<file path="src/rtl/pipe_scrambler_pkg.sv">
// Shared constants for the PIPE TX scrambler: LFSR taps, default seeds,
// symbol/header codes and the Gen5 block classification type.
package pipe_scrambler_pkg;

    localparam logic [2:0]  GEN1_CODE = 3'd1;
    localparam logic [2:0]  GEN5_CODE = 3'd5;

    // Galois tap masks; bit 0 carries the "+1" term of each polynomial.
    localparam logic [15:0] GEN1_TAPS = 16'h0039;
    localparam logic [22:0] GEN5_TAPS = 23'h210125;

    localparam logic [15:0] GEN1_DEFAULT_SEED = 16'hFFFF;
    localparam logic [22:0] GEN5_DEFAULT_SEED = 23'h1DBFBC;

    localparam logic [7:0]  COM_SYM    = 8'hBC;
    localparam logic [7:0]  SKP_SYM    = 8'h1C;
    localparam logic [7:0]  SKP_OS_SYM = 8'hAA;
    localparam logic [7:0]  EIEOS_SYM  = 8'h00;

    localparam logic [1:0]  HDR_DATA = 2'b10;
    localparam logic [1:0]  HDR_OS   = 2'b01;

    typedef enum logic [1:0] {
        BLK_DATA  = 2'd0,
        BLK_SKP   = 2'd1,
        BLK_EIEOS = 2'd2,
        BLK_OS    = 2'd3
    } blockKindT;

endpackage

</file>
<file path="src/rtl/scrambler_lfsr_byte.sv">
// One byte of bit-serial scrambling, LSB first: returns the scrambled byte
// and the LFSR state after eight steps.
module scrambler_lfsr_byte #(
    parameter int                WIDTH = 16,
    parameter logic [WIDTH-1:0]  TAPS  = '0
) (
    input  logic [WIDTH-1:0] stateIn,
    input  logic [7:0]       dataIn,
    output logic [7:0]       dataOut,
    output logic [WIDTH-1:0] stateOut
);

    logic [WIDTH-1:0] state;

    always_comb begin
        state   = stateIn;
        dataOut = '0;
        for (int i = 0; i < 8; i++) begin
            dataOut[i] = dataIn[i] ^ state[WIDTH-1];
            state      = {state[WIDTH-2:0], 1'b0} ^ (state[WIDTH-1] ? TAPS : '0);
        end
        stateOut = state;
    end

endmodule

</file>
<file path="src/rtl/pipe_tx_scrambler.sv">
// PIPE TX scrambler: Gen1 16-bit and Gen5 23-bit LFSRs with one register stage.
// Optional input scrambleDisable is added when PIPE_SCRAMBLE_DISABLE_EN is defined.
module pipe_tx_scrambler
    import pipe_scrambler_pkg::*;
#(
    parameter logic [22:0] GEN5_LANE_SEED = GEN5_DEFAULT_SEED,
    parameter logic [15:0] GEN1_SEED      = GEN1_DEFAULT_SEED
) (
    input  logic        pclk,
    input  logic        reset,
    input  logic [2:0]  generation,
    input  logic [31:0] inData,
    input  logic [3:0]  inDataK,
    input  logic [1:0]  inSyncHeader,
    input  logic        inDataValid,
`ifdef PIPE_SCRAMBLE_DISABLE_EN
    input  logic        scrambleDisable,
`endif
    output logic [31:0] scramblerDataOut,
    output logic [3:0]  scramblerDataK,
    output logic [1:0]  scramblerSyncHeader,
    output logic        scramblerDataValid,
    output logic        blockHeaderErr
);

    logic [2:0]  genQ;
    logic [15:0] lfsr1;
    logic [22:0] lfsr5;
    logic [1:0]  wordCnt;
    blockKindT   blockKindQ;

    logic        genChange;
    logic [15:0] lfsr1Cur;
    logic [22:0] lfsr5Cur;
    logic [1:0]  wordCur;
    logic        isWord0;
    logic        scrambleOn;
    blockKindT   blockKindEff;

    logic [7:0]       gen1Scr;
    logic [15:0]      lfsr1Adv;
    logic [4:0][22:0] chain5;
    logic [31:0]      gen5Scr;

    // A generation change reseeds both LFSRs before this cycle's word is processed.
    assign genChange = (generation != genQ);
    assign lfsr1Cur  = genChange ? GEN1_SEED      : lfsr1;
    assign lfsr5Cur  = genChange ? GEN5_LANE_SEED : lfsr5;
    assign wordCur   = genChange ? 2'd0           : wordCnt;
    assign isWord0   = (wordCur == 2'd0);

`ifdef PIPE_SCRAMBLE_DISABLE_EN
    assign scrambleOn = !scrambleDisable;
`else
    assign scrambleOn = 1'b1;
`endif

    scrambler_lfsr_byte #(.WIDTH(16), .TAPS(GEN1_TAPS)) u_gen1Byte (
        .stateIn  (lfsr1Cur),
        .dataIn   (inData[7:0]),
        .dataOut  (gen1Scr),
        .stateOut (lfsr1Adv)
    );

    assign chain5[0] = lfsr5Cur;

    for (genvar b = 0; b < 4; b++) begin : g_gen5Byte
        scrambler_lfsr_byte #(.WIDTH(23), .TAPS(GEN5_TAPS)) u_gen5Byte (
            .stateIn  (chain5[b]),
            .dataIn   (inData[8*b +: 8]),
            .dataOut  (gen5Scr[8*b +: 8]),
            .stateOut (chain5[b+1])
        );
    end

    // Word 0 classifies the block; bad headers fall through to data handling.
    always_comb begin
        blockKindEff = blockKindQ;
        if (isWord0) begin
            if (inSyncHeader != HDR_OS)
                blockKindEff = BLK_DATA;
            else if (inData[7:0] == SKP_OS_SYM)
                blockKindEff = BLK_SKP;
            else if (inData[7:0] == EIEOS_SYM)
                blockKindEff = BLK_EIEOS;
            else
                blockKindEff = BLK_OS;
        end
    end

    always_ff @(posedge pclk) begin
        if (reset) begin
            genQ                <= 3'd0;
            lfsr1               <= GEN1_SEED;
            lfsr5               <= GEN5_LANE_SEED;
            wordCnt             <= 2'd0;
            blockKindQ          <= BLK_DATA;
            scramblerDataOut    <= '0;
            scramblerDataK      <= '0;
            scramblerSyncHeader <= '0;
            scramblerDataValid  <= 1'b0;
            blockHeaderErr      <= 1'b0;
        end else begin
            genQ               <= generation;
            scramblerDataValid <= 1'b0;
            blockHeaderErr     <= 1'b0;
            if (generation == GEN1_CODE) begin
                lfsr1   <= lfsr1Cur;
                lfsr5   <= lfsr5Cur;
                wordCnt <= wordCur;
                if (inDataValid) begin
                    scramblerDataValid  <= 1'b1;
                    scramblerDataK      <= inDataK;
                    scramblerSyncHeader <= 2'b00;
                    if (inDataK[0]) begin
                        scramblerDataOut <= {24'h0, inData[7:0]};
                        if (inData[7:0] == COM_SYM)
                            lfsr1 <= GEN1_SEED;
                        else if (inData[7:0] != SKP_SYM)
                            lfsr1 <= lfsr1Adv;
                    end else begin
                        scramblerDataOut <= {24'h0, (scrambleOn ? gen1Scr : inData[7:0])};
                        lfsr1            <= lfsr1Adv;
                    end
                end
            end else if (generation == GEN5_CODE) begin
                lfsr1   <= lfsr1Cur;
                lfsr5   <= lfsr5Cur;
                wordCnt <= wordCur;
                if (inDataValid) begin
                    scramblerDataValid  <= 1'b1;
                    scramblerDataK      <= 4'h0;
                    scramblerSyncHeader <= isWord0 ? inSyncHeader : 2'b00;
                    blockHeaderErr      <= isWord0 && ((inSyncHeader == 2'b00) || (inSyncHeader == 2'b11));
                    wordCnt             <= wordCur + 2'd1;
                    blockKindQ          <= blockKindEff;
                    case (blockKindEff)
                        BLK_DATA: begin
                            scramblerDataOut <= scrambleOn ? gen5Scr : inData;
                            lfsr5            <= chain5[4];
                        end
                        BLK_SKP: begin
                            scramblerDataOut <= inData;
                        end
                        BLK_EIEOS: begin
                            scramblerDataOut <= inData;
                            lfsr5            <= (wordCur == 2'd3) ? GEN5_LANE_SEED : chain5[4];
                        end
                        default: begin
                            scramblerDataOut <= inData;
                            lfsr5            <= chain5[4];
                        end
                    endcase
                end
            end else begin
                lfsr1               <= GEN1_SEED;
                lfsr5               <= GEN5_LANE_SEED;
                wordCnt             <= 2'd0;
                blockKindQ          <= BLK_DATA;
                scramblerDataOut    <= '0;
                scramblerDataK      <= '0;
                scramblerSyncHeader <= '0;
            end
        end
    end

endmodule

</file>
<file path="config.mk">
export PLATFORM = sky130hd
export DESIGN_NAME = pipe_tx_scrambler
export DESIGN_NICKNAME = d
export VERILOG_FILES = /design/src/rtl/pipe_scrambler_pkg.sv /design/src/rtl/scrambler_lfsr_byte.sv /design/src/rtl/pipe_tx_scrambler.sv
export SDC_FILE = /design/constraint.sdc
export NUM_CORES = 1
export LEC_CHECK = 0
export ABC_AREA = 0
export BUFFER_PORTS_ARGS = -buffer_cell sky130_fd_sc_hd__buf_4
export CAP_MARGIN = 20
export CELL_PAD_IN_SITES_DETAIL_PLACEMENT = 1
export CELL_PAD_IN_SITES_GLOBAL_PLACEMENT = 1
export CORE_AREA = 4 4 171 107
export CTS_CLUSTER_SIZE = 28
export DETAILED_ROUTE_END_ITERATION = 16
export DIE_AREA = 0 0 175 111
export PLACE_DENSITY = 0.76
export SKIP_LAST_GASP = 1
export SLEW_MARGIN = 10
export SYNTH_ARGS = -nofsm -noshare
export SYNTH_HDL_FRONTEND = slang
export SYNTH_SLANG_ARGS = --single-unit
</file>
<file path="constraint.sdc">
create_clock -name pclk -period 11.7 [get_ports pclk]
set_input_delay 0.585 -clock pclk [delete_from_list [all_inputs] [get_ports pclk]]
set_output_delay 0.585 -clock pclk [all_outputs]
set_load 0.02 [all_outputs]
</file>
Yosys cells after proc, flatten, opt, wreduce, memory -nomap -nowiden. Cells that the tools add are included.

Register bits after elaboration: 86. Logic and storage cells: 197. Output and inout bits: 40. Bits of input ports: 44.

Muxes and demuxes: 81. Bitwise logic cells: 83. Reduce and logical (&&, ||, !) cells: 9. $add $sub $neg: 1. Equality and inequality tests: 13.

Operator list (number): 23-bit bitwise XOR (32); 22-bit 2-to-1 mux (32); 32-bit 2-to-1 mux (5); 16-bit bitwise XOR (8); 23-bit 2-to-1 mux (5); 16-bit 2-to-1 mux (7); 6-bit 2-to-1 mux (8); 23-bit one-hot mux with 2 select lines (1); 1-bit bitwise XOR (40); 2-bit 2-to-1 mux (14); 8-bit == test (second input constant) (2); 4-bit 2-to-1 mux (4); 8-bit zero test (1); 8-bit 2-to-1 mux (1); 8-bit by 5-bit != test with 1-bit output (second input constant) (1); 2-bit == test (second input constant) (3); 2-bit zero test (3); 1-bit 2-to-1 mux (4); 2-bit != test (second input constant) (2); 2-bit AND reduction (2); 4-bit OR reduction (1); 3-bit by 1-bit == test with 1-bit output (second input constant) (1); 3-bit == test (second input constant) (1); 3-bit != test (1); 6 further kinds (8).

Logic depth before layout (Yosys ltp). Gate-level depths: netlist of run 1.

Word-level depth: 71. Mapped depth: 20. Gate-level depth less buffers: 15.

By module. A second synthesis of run 1 with hierarchy kept.

Cell total of the unflattened synthesis: 671. Area total of the unflattened synthesis: 6302.3 um^2.

By module, submodules not included: pipe_tx_scrambler (times used 1, area an instance 4041.4 um^2, seq. area each 1721.7 um^2, cells each 447); scrambler_lfsr_byte (g_gen5Byte[0].u_gen5Byte ...) (times used 4, area an instance 485.5 um^2, seq. area each 0.0 um^2, cells each 47); scrambler_lfsr_byte (u_gen1Byte) (times used 1, area an instance 319.1 um^2, seq. area each 0.0 um^2, cells each 36).

Least setup slack after synthesis of run 1. OpenSTA, ideal clock, no wires.

Path type: input-to-reg. Start point: in generation[2]. End point: reg lfsr5[3]. Path buffers: 5. Data arrival time: 3978 ps. Required time: 11578 ps. Stages: 17. Slack: 7600 ps. Setup time: 122 ps. Cell sequence: clkbuf_1 -> xnor2_1 -> and3_1 -> clkbuf_1 -> buf_1 -> buf_1 -> nand2_1 -> ha_1 -> o21ai_0 -> inv_1 -> ha_1 -> nand3_1 -> and2_1 -> clkbuf_1 -> o21ai_0 -> a211oi_1 -> o21bai_1.

Word-level cells in the longest chain between the ends: 55. Elaborated cells on any way between the ends: 75. Those cells by class: eq/ne (6); mux (36); bitwise (32); reduce/logical (1).

RTL lines: start: declaration (RTL line pipe_tx_scrambler.sv:11) `input logic [2:0] generation,`; 3-bit != test (RTL line pipe_tx_scrambler.sv:46) `assign genChange = (generation != genQ);`; 23-bit 2-to-1 mux (RTL line pipe_tx_scrambler.sv:48) `assign lfsr5Cur = genChange ? GEN5_LANE_SEED : lfsr5;`; 22-bit 2-to-1 mux (RTL line scrambler_lfsr_byte.sv:20) `state = {state[WIDTH-2:0], 1'b0} ^ (state[WIDTH-1] ? TAPS : '0);`; 23-bit bitwise XOR (2 in a row) (RTL line scrambler_lfsr_byte.sv:20); 22-bit 2-to-1 mux (RTL line scrambler_lfsr_byte.sv:20); 23-bit bitwise XOR (2 in a row) (RTL line scrambler_lfsr_byte.sv:20); 22-bit 2-to-1 mux (RTL line scrambler_lfsr_byte.sv:20); 23-bit bitwise XOR (2 in a row) (RTL line scrambler_lfsr_byte.sv:20); [... 34 more ...]; 23-bit bitwise XOR (2 in a row) (RTL line scrambler_lfsr_byte.sv:20); 22-bit 2-to-1 mux (RTL line scrambler_lfsr_byte.sv:20); 23-bit bitwise XOR (2 in a row) (RTL line scrambler_lfsr_byte.sv:20); 23-bit 2-to-1 mux (RTL line pipe_tx_scrambler.sv:147) `lfsr5 <= (wordCur == 2'd3) ? GEN5_LANE_SEED : chain5[4];`; 23-bit one-hot mux with 2 select lines (RTL line pipe_tx_scrambler.sv:137) `case (blockKindEff)`; 23-bit 2-to-1 mux (RTL line pipe_tx_scrambler.sv:130) `if (inDataValid) begin`; 23-bit 2-to-1 mux (RTL line pipe_tx_scrambler.sv:126) `end else if (generation == GEN5_CODE) begin`; 23-bit 2-to-1 mux (*) (RTL line pipe_tx_scrambler.sv:107) `if (generation == GEN1_CODE) begin`; end signal: assignment (RTL line pipe_tx_scrambler.sv:109) `lfsr5 <= lfsr5Cur;`; end signal: assignment (RTL line pipe_tx_scrambler.sv:128) `lfsr5 <= lfsr5Cur;`; end signal: assignment (RTL line pipe_tx_scrambler.sv:140) `lfsr5 <= chain5[4];`; end: declaration (RTL line pipe_tx_scrambler.sv:28) `logic [22:0] lfsr5;`.

Every way passes the cells marked *; elsewhere a longest branch is shown, timed or not. A chain may end at the register's enable or synchronous reset.

Final worst setup path of run 1.
Start point: reg lfsr5[19]. End point: reg lfsr5[21].

Word-level cells in the longest chain between the ends: 53. Elaborated cells on any way between the ends: 62. Those cells by class: mux (30); bitwise (32).

RTL lines (RTL line): 23-bit 2-to-1 mux (*) (pipe_tx_scrambler.sv:48); 23-bit bitwise XOR (*) (3 in a row) (scrambler_lfsr_byte.sv:20); 22-bit 2-to-1 mux (*) (scrambler_lfsr_byte.sv:20); 23-bit bitwise XOR (*) (2 in a row) (scrambler_lfsr_byte.sv:20); 22-bit 2-to-1 mux (scrambler_lfsr_byte.sv:20); 23-bit bitwise XOR (*) (2 in a row) (scrambler_lfsr_byte.sv:20); 22-bit 2-to-1 mux (scrambler_lfsr_byte.sv:20); 23-bit bitwise XOR (*) (2 in a row) (scrambler_lfsr_byte.sv:20); [... 31 more ...]; 23-bit bitwise XOR (*) (2 in a row) (scrambler_lfsr_byte.sv:20); 22-bit 2-to-1 mux (scrambler_lfsr_byte.sv:20); 23-bit bitwise XOR (*) (scrambler_lfsr_byte.sv:20); 23-bit 2-to-1 mux (pipe_tx_scrambler.sv:147); 23-bit one-hot mux with 2 select lines (*) (pipe_tx_scrambler.sv:137); 23-bit 2-to-1 mux (*) (pipe_tx_scrambler.sv:130); 23-bit 2-to-1 mux (*) (pipe_tx_scrambler.sv:126); 23-bit 2-to-1 mux (*) (pipe_tx_scrambler.sv:107).

Marked as above.

==> results.toml, run 1 <==
[synth]
syn_avg_cell_area_um2 = 9.09
synth_edf_count = 0
synth_ff_type = "dfxtp_1"
ys_types = 64
synth_seq_cells = 86
synthesis.area_um2 = 6540
synthCells = 719
async_flop_share = 0
synth_nets = 769
ys.warnings.count = 0
yosysSeqAreaShare = 0.263

[worst_hold_path]
worst_hold_path.num_cells = 2
hold_path.class = "reg2reg"

[cells_and_area]
drive_gt1_frac = 0.175
fin_cells = 1017
nets = 828
final_area_um2 = 7600
diodes = 0
area_growth_pct = 16.2
fillerInstances = 1968

[die]
core_area_um2 = 16800
boundaryPins = 84
die_h_um = 111
floorplan.initialDensity = 0.390
rows = 37
die_area_um2 = 19400
fp.dieW_um = 175

[grt]
gr-total-overflow = 0
track_usage = 0.222
grt_pass1_wl_um = 33500
grt_max_degree = 64
antenna_found_initial = 0
grt_pass1_vias = 5582

[worst_setup_path]
cp_data_required_time_ps = 11940
worstSetupStartpointType = "flop"
worstSetupPathDepth = 9
crit_path_max_incr_delay_ps = 680
worstPathMaxFanout = 9
cp-end-kind = "flop"
ff2ff_setup_slack_ps = 7410
r2r_cells = 9
path_delay_family = "XOR/XNOR gates"
crit_type = "reg2reg"
slowest_stage = "xnor2_1"
crit_chain = "xor3_1 -> xor2_1 -> xnor2_1 -> xnor3_1 -> xnor3_1 -> nand2_2 -> xnor3_2 -> xnor2_1 -> a22o_1"
cp.arrival_ps = 4530
cp.buffers_inverters = 0

[sta]
rsz0062_at_grt = "no"
setup_viol = 0
worst_pin_slew_ps = 944
skew_ps = 11.1
fin_crit_sh = 0.367
relSlewSlack = 0.368
fin_ws_ps = 7410
tns_ps = 0
fin_crit_ps = 4290
fmax_mhz = 233
final_max_slew_viol_count = 0
hold_viol = 0

[place]
gpl.final_weighted_congestion = 0.954
portBuffers = 83
placed_cells = 1001
post-place-ws_ps = 7070
dpl_cell_area_um2 = 7310
hpwl_um = 16800

[route]
vias = 5461
drc = 0
antenna_left = 0
drt_first_pass_iters = 5
vias_per_cell = 5.37
drtIter0Drc = 489
drt-wirelength-per-cell_um = 21.4
wl_um = 21800

[power]
power.density_nw_per_um2 = 116
total_power_mw = 0.884
peakVddDrop_mv = 0.0597
power_leakage_nw = 3.07

[clock_tree]
numCtsBuffers = 9
clk_latency_ps = 350
path_clk_slew_ps = 70
cts_hold_buf = 0
post_cts_resized = 0
cts_setup_buffers = 0
clockRootBuffer = "clkbuf_16"
cts_max_path_buffers = 2
ctsHtreeMaxLevel = 3
clock-sinks = 86
cts_tree = "done"

[run_status]
status = "finished clean"

[run]
maxCapViolCount = 0
==> synthesized netlist by cell type, types with 7 or more instances <==
master      n  area share
xor2_1     57       0.076
nor2b_1     8      0.0077
inv_1      10      0.0057
o22ai_1     8      0.0077
dfxtp_1    86        0.26
mux2i_1     8       0.012
nor2_1     79       0.045
a22oi_1    10       0.011
xor3_1     11       0.040
xnor2_2     9       0.022
o21ai_0    57       0.044
nand2b_1    7      0.0067
clkbuf_1   27       0.016
nand3_1    14       0.011
nor3_1     10      0.0077
xnor3_1    21       0.072
nand2_1    71       0.041
xnor2_1   100        0.13
a21oi_1    25       0.019
==> placed cells by master (no fill, tap or decap), drive strengths merged, types with 2 or more instances in the layout <==
cell type,count
nor2,82
nand2b,7
o21ai,62
clkbuf,12
o22ai,8
a31oi,3
and2,5
o211ai,4
mux2i,8
xor2,63
a22oi,10
nor4b,3
o21bai,4
inv,11
xnor2,112
nand3,15
a22o,6
xnor3,25
a32oi,3
nor2b,8
nand2,72
ha,6
o221ai,2
clkinv,3
a211oi,2
nand4,3
xor3,13
dfxtp,86
and3,2
o21a,3
nor3,11
a21oi,25
buf,88
==> stage by stage <==
step	hold WS (ps)	util
5_1_grt	496	0.453
6_report	459	0.453
2_1_floorplan	417	-
4_1_cts	464	0.453
3_5_place_dp	449	0.436
3_3_place_gp	437	0.436
==> kinds of logic (layout without fill, tap and decap cells) <==
kind of cell               count (synthesis)  count (layout)  share of synthesized area
and+or+nand+nor                          214             214                      0.148
xor gates and xnor gates                 213             213                      0.398
AOI/OAI and AO/OA                        140             140                      0.130
DFF                                       86              86                      0.263
buffers and inverters                     51             115                     0.0345
muxes                                      9               9                     0.0145
adders and majority gates                  6               6                     0.0115
==> where the power goes <==
part           total, mW  switching (mW)  internal (mW)  leakage [nW]
Combinational      0.295           0.162          0.133          2.23
Clock              0.286           0.129          0.157         0.139
Sequential         0.303         0.00561          0.297         0.697
==> final timing paths <==
path	endpoint	startpoint
max reg2reg	lfsr5[21]	lfsr5[19]
max	lfsr5[21]	lfsr5[19]
min reg2reg	scramblerDataOut[23]	scramblerDataOut[23]
min	scramblerDataOut[23]	scramblerDataOut[23]
==> worst reg2reg max path: stages, from the launching register on <==
cell	delay (ps)
dfxtp_1	660
xor3_1	680
xor2_1	260
xnor2_1	680
xnor3_1	350
xnor3_1	400
nand2_2	190
xnor3_2	580
xnor2_1	180
a22o_1	200
==> state kept, by name, indices dropped and copies added, names as in the netlist <==
register	cells
wordCnt	2
scramblerDataValid	1
scramblerDataK	4
blockHeaderErr	1
genQ	3
scramblerDataOut	32
lfsr5	23
lfsr1	16
scramblerSyncHeader	2
blockKindQ	2
==> layout make-up <==
class                      count  area, um^2  area share
clock buffer                  12         256      0.0338
clock inverter                 4        30.0     0.00395
sequential                    86        1720       0.227
timing repair buffer          88         661      0.0870
inverter                      11        41.3     0.00543
tap                          234         293      0.0385
multi-input combinational    582        4590       0.605
==> per-layer routing <==
layer  GRT usage  share of wire  up-vias  wire length (um)
met5           0              0        -                 0
li1            -              -     2537                 -
met1       0.346           0.49     2707             10700
met2       0.314           0.42      208              9090
met4      0.0319         0.0061        0               134
met3      0.0549          0.086        9              1870
Note: power is estimated with default switching activity, not from simulation.
==> inputs of run 2 (changes only) <==
--- a/config.mk
+++ b/config.mk
@@ -5,16 +5,16 @@
 export SDC_FILE = /design/constraint.sdc
 export NUM_CORES = 1
 export LEC_CHECK = 0
-export ABC_AREA = 0
+export ABC_AREA = 1
 export BUFFER_PORTS_ARGS = -buffer_cell sky130_fd_sc_hd__buf_4
 export CAP_MARGIN = 20
 export CELL_PAD_IN_SITES_DETAIL_PLACEMENT = 1
 export CELL_PAD_IN_SITES_GLOBAL_PLACEMENT = 1
-export CORE_AREA = 4 4 171 107
+export CORE_AREA = 4 4 184 115
 export CTS_CLUSTER_SIZE = 28
 export DETAILED_ROUTE_END_ITERATION = 16
-export DIE_AREA = 0 0 175 111
-export PLACE_DENSITY = 0.76
+export DIE_AREA = 0 0 188 119
+export PLACE_DENSITY = 0.81
 export SKIP_LAST_GASP = 1
 export SLEW_MARGIN = 10
 export SYNTH_ARGS = -nofsm -noshare
==> constraint.sdc (replaced) <==
create_clock -name pclk -period 3.5 [get_ports pclk]
set_input_delay 0.175 -clock pclk [delete_from_list [all_inputs] [get_ports pclk]]
set_output_delay 0.175 -clock pclk [all_outputs]
set_load 0.02 [all_outputs]
==> results.toml, run 2 <==
[cells_and_area]
area_growth_pct = 51.3
final_area_um2 = 11300
fin_cells = 1678
largest_register_ffs = 32
max_flop_register = "scramblerDataOut"
mostFrequentLayoutCells = "281 x buf_4, 196 x nand2_1, 92 x inv_1, 92 x nand3_1, 91 x a21oi_1"
drive_gt1_frac = 0.412
final_common_cell = "buf_4"
top_regs = "scramblerDataOut (32), lfsr5 (23), lfsr1 (16)"
nets = 1449

[worst_setup_path]
cp.arrival_ps = 4750
path_common_cell = "nand2_1"
worstSetupStartpointType = "flop"
cp_data_required_time_ps = 3770
slowest_stage = "dfxtp_2"
crit_path_max_incr_delay_ps = 360
cp-end-kind = "flop"
worstPathMaxFanout = 7
crit_type = "reg2reg"

[power]
power.density_nw_per_um2 = 921
peakVddDrop_mv = 0.897
power_switching_share = 0.539
seqPwrFrac = 0.101
switchingPower_mw = 5.60
power.share.clock = 0.113
comb_power_share = 0.786
power_leakage_nw = 5.08
p_int_mw = 4.80

[sta]
hold_viol = 0
relSlewSlack = 0.247
skew_ps = 14.6
fin_crit_sh = 1.28
rsz0062_at_grt = "yes"
final_max_slew_viol_count = 0
fmax_mhz = 223
fin_crit_ps = 4480
setup_viol = 36
worst_pin_slew_ps = 1130
whs_ps = 70.9
fin_ws_ps = -982
tns_ps = -25560

[route]
vias = 10200
wl_um = 43700
drtIter0Drc = 1338
antenna_left = 0
drt-wirelength-per-cell_um = 26.1
drc = 0
vias_per_cell = 6.11
drt_first_pass_iters = 5

[run_status]
status = "complete, but fails checks"
violations = "setup timing"

[synth]
synth_most_common_cell = "nand2_1"
ys_top_cells_by_count = "240 x nand2_1, 118 x nand3_1, 98 x inv_1"
async_flop_share = 0
ys.warnings.count = 0
synth_top_area_frac = 0.231
yosysSeqAreaShare = 0.231
synth_edf_count = 0
synthCells = 1131
ys_top_cells_by_area = "dfxtp_1 23%, nand2_1 12%, nand3_1 7.9%"
synth_seq_cells = 86
ys_types = 49
synth_ff_type = "dfxtp_1"
synth_nets = 1181
syn_avg_cell_area_um2 = 6.59
yosys.area.top_type = "dfxtp_1"
synthesis.area_um2 = 7460

[clock_tree]
clock-sinks = 86
ctsHtreeMaxLevel = 3
path_clk_slew_ps = 70
clockRootBuffer = "clkbuf_16"
cts_tree = "done"
clk_latency_ps = 380
numCtsBuffers = 9
cts_max_path_buffers = 2

[grt]
grt_pass1_vias = 9228
track_usage = 0.318
gr-total-overflow = 0
antenna_found_initial = 2
grt_max_degree = 53
grt_pass1_wl_um = 55000

[place]
post-place-ws_ps = -727
dpl_cell_area_um2 = 9610
placed_cells = 1622
portBuffers = 83
hpwl_um = 27300
gpl.final_weighted_congestion = 0.987

[die]
core_area_um2 = 19600
die_area_um2 = 22400
fp.dieW_um = 188
rows = 40
floorplan.initialDensity = 0.381
die_h_um = 119
boundaryPins = 84

[run]
maxCapViolCount = 0

[worst_hold_path]
hold_path.class = "in2reg"
-- run 2: critical path: cells and delay by family (launching register included) --
| kind | cells | cell delay (ps) |
|---|---|---|
| DFF | 1 | 360 |
| and+or+nand+nor | 33 | 3670 |
| buffers and inverters | 3 | 300 |
-- run 2: metrics by stage --
| stage | total power, mW | util |
|---|---|---|
| 3_5_place_dp | 6.64 | 0.491 |
| 6_report | 10.4 | 0.577 |
| 4_1_cts | 8.28 | 0.530 |
| 5_1_grt | 10.7 | 0.576 |
| 3_3_place_gp | 6.50 | 0.491 |
| 2_1_floorplan | 4.16 | - |
-- run 2: area by class of cell --
class,count,area (um^2)
fillers,2458,8290
clock buffers,10,239
flip-flops and latches,86,1720
diodes,1,2.50
multi-input cells,879,6010
repair buffers,300,2380
clock inverters,6,103
well taps,273,342
inverters,123,487
-- run 2: power by group through the flow --
| stage | sequential (mW) | clock, mW | combinational [mW] |
|---|---|---|---|
| after floorplan | 1.07 | 0 | 3.09 |
| after global placement | 1.06 | 0 | 5.44 |
| after detailed placement | 1.07 | 0 | 5.57 |
| after CTS | 1.04 | 1.16 | 6.08 |
| after global routing | 1.05 | 1.20 | 8.45 |
| final | 1.05 | 1.17 | 8.17 |
-- run 2: worst paths after layout --
path / start / endpoint / slack (ps) / depth (start not counted)
setup reg to reg: genQ[0] / lfsr5[16] / -980 / 36
hold reg to reg: scramblerDataOut[23] / scramblerDataOut[23] / 470 / 2
hold / removal: inDataK[1] / scramblerDataK[1] / 70 / 3
setup / recovery: genQ[0] / lfsr5[16] / -980 / 36
-- run 2: cells by family after synthesis --
family | share of synthesized area
adder cells (fa/ha/maj) | 0.0101
AND/OR/NAND/NOR | 0.411
XOR/XNOR | 0.0735
flip-flops | 0.231
buffers and inverters | 0.0879
AO/OA/AOI/OAI | 0.187
-- run 2: per-layer routing --
| layer | vias to the layer above | share of wire | global-route usage |
|---|---|---|---|
| met3 | 175 | 0.13 | 0.129 |
| met4 | 0 | 0.042 | 0.0628 |
| met5 | - | 0 | 0 |
| li1 | 4293 | - | - |
| met1 | 5042 | 0.41 | 0.465 |
| met2 | 737 | 0.42 | 0.434 |
-- run 2: timing repair --
action	in CTS	in global routing
pin swaps	8	74
setup endpoints to repair	31	48
hold buffers	0	0
resized for setup	63	164
cloned	1	1
buffers inserted	10	32
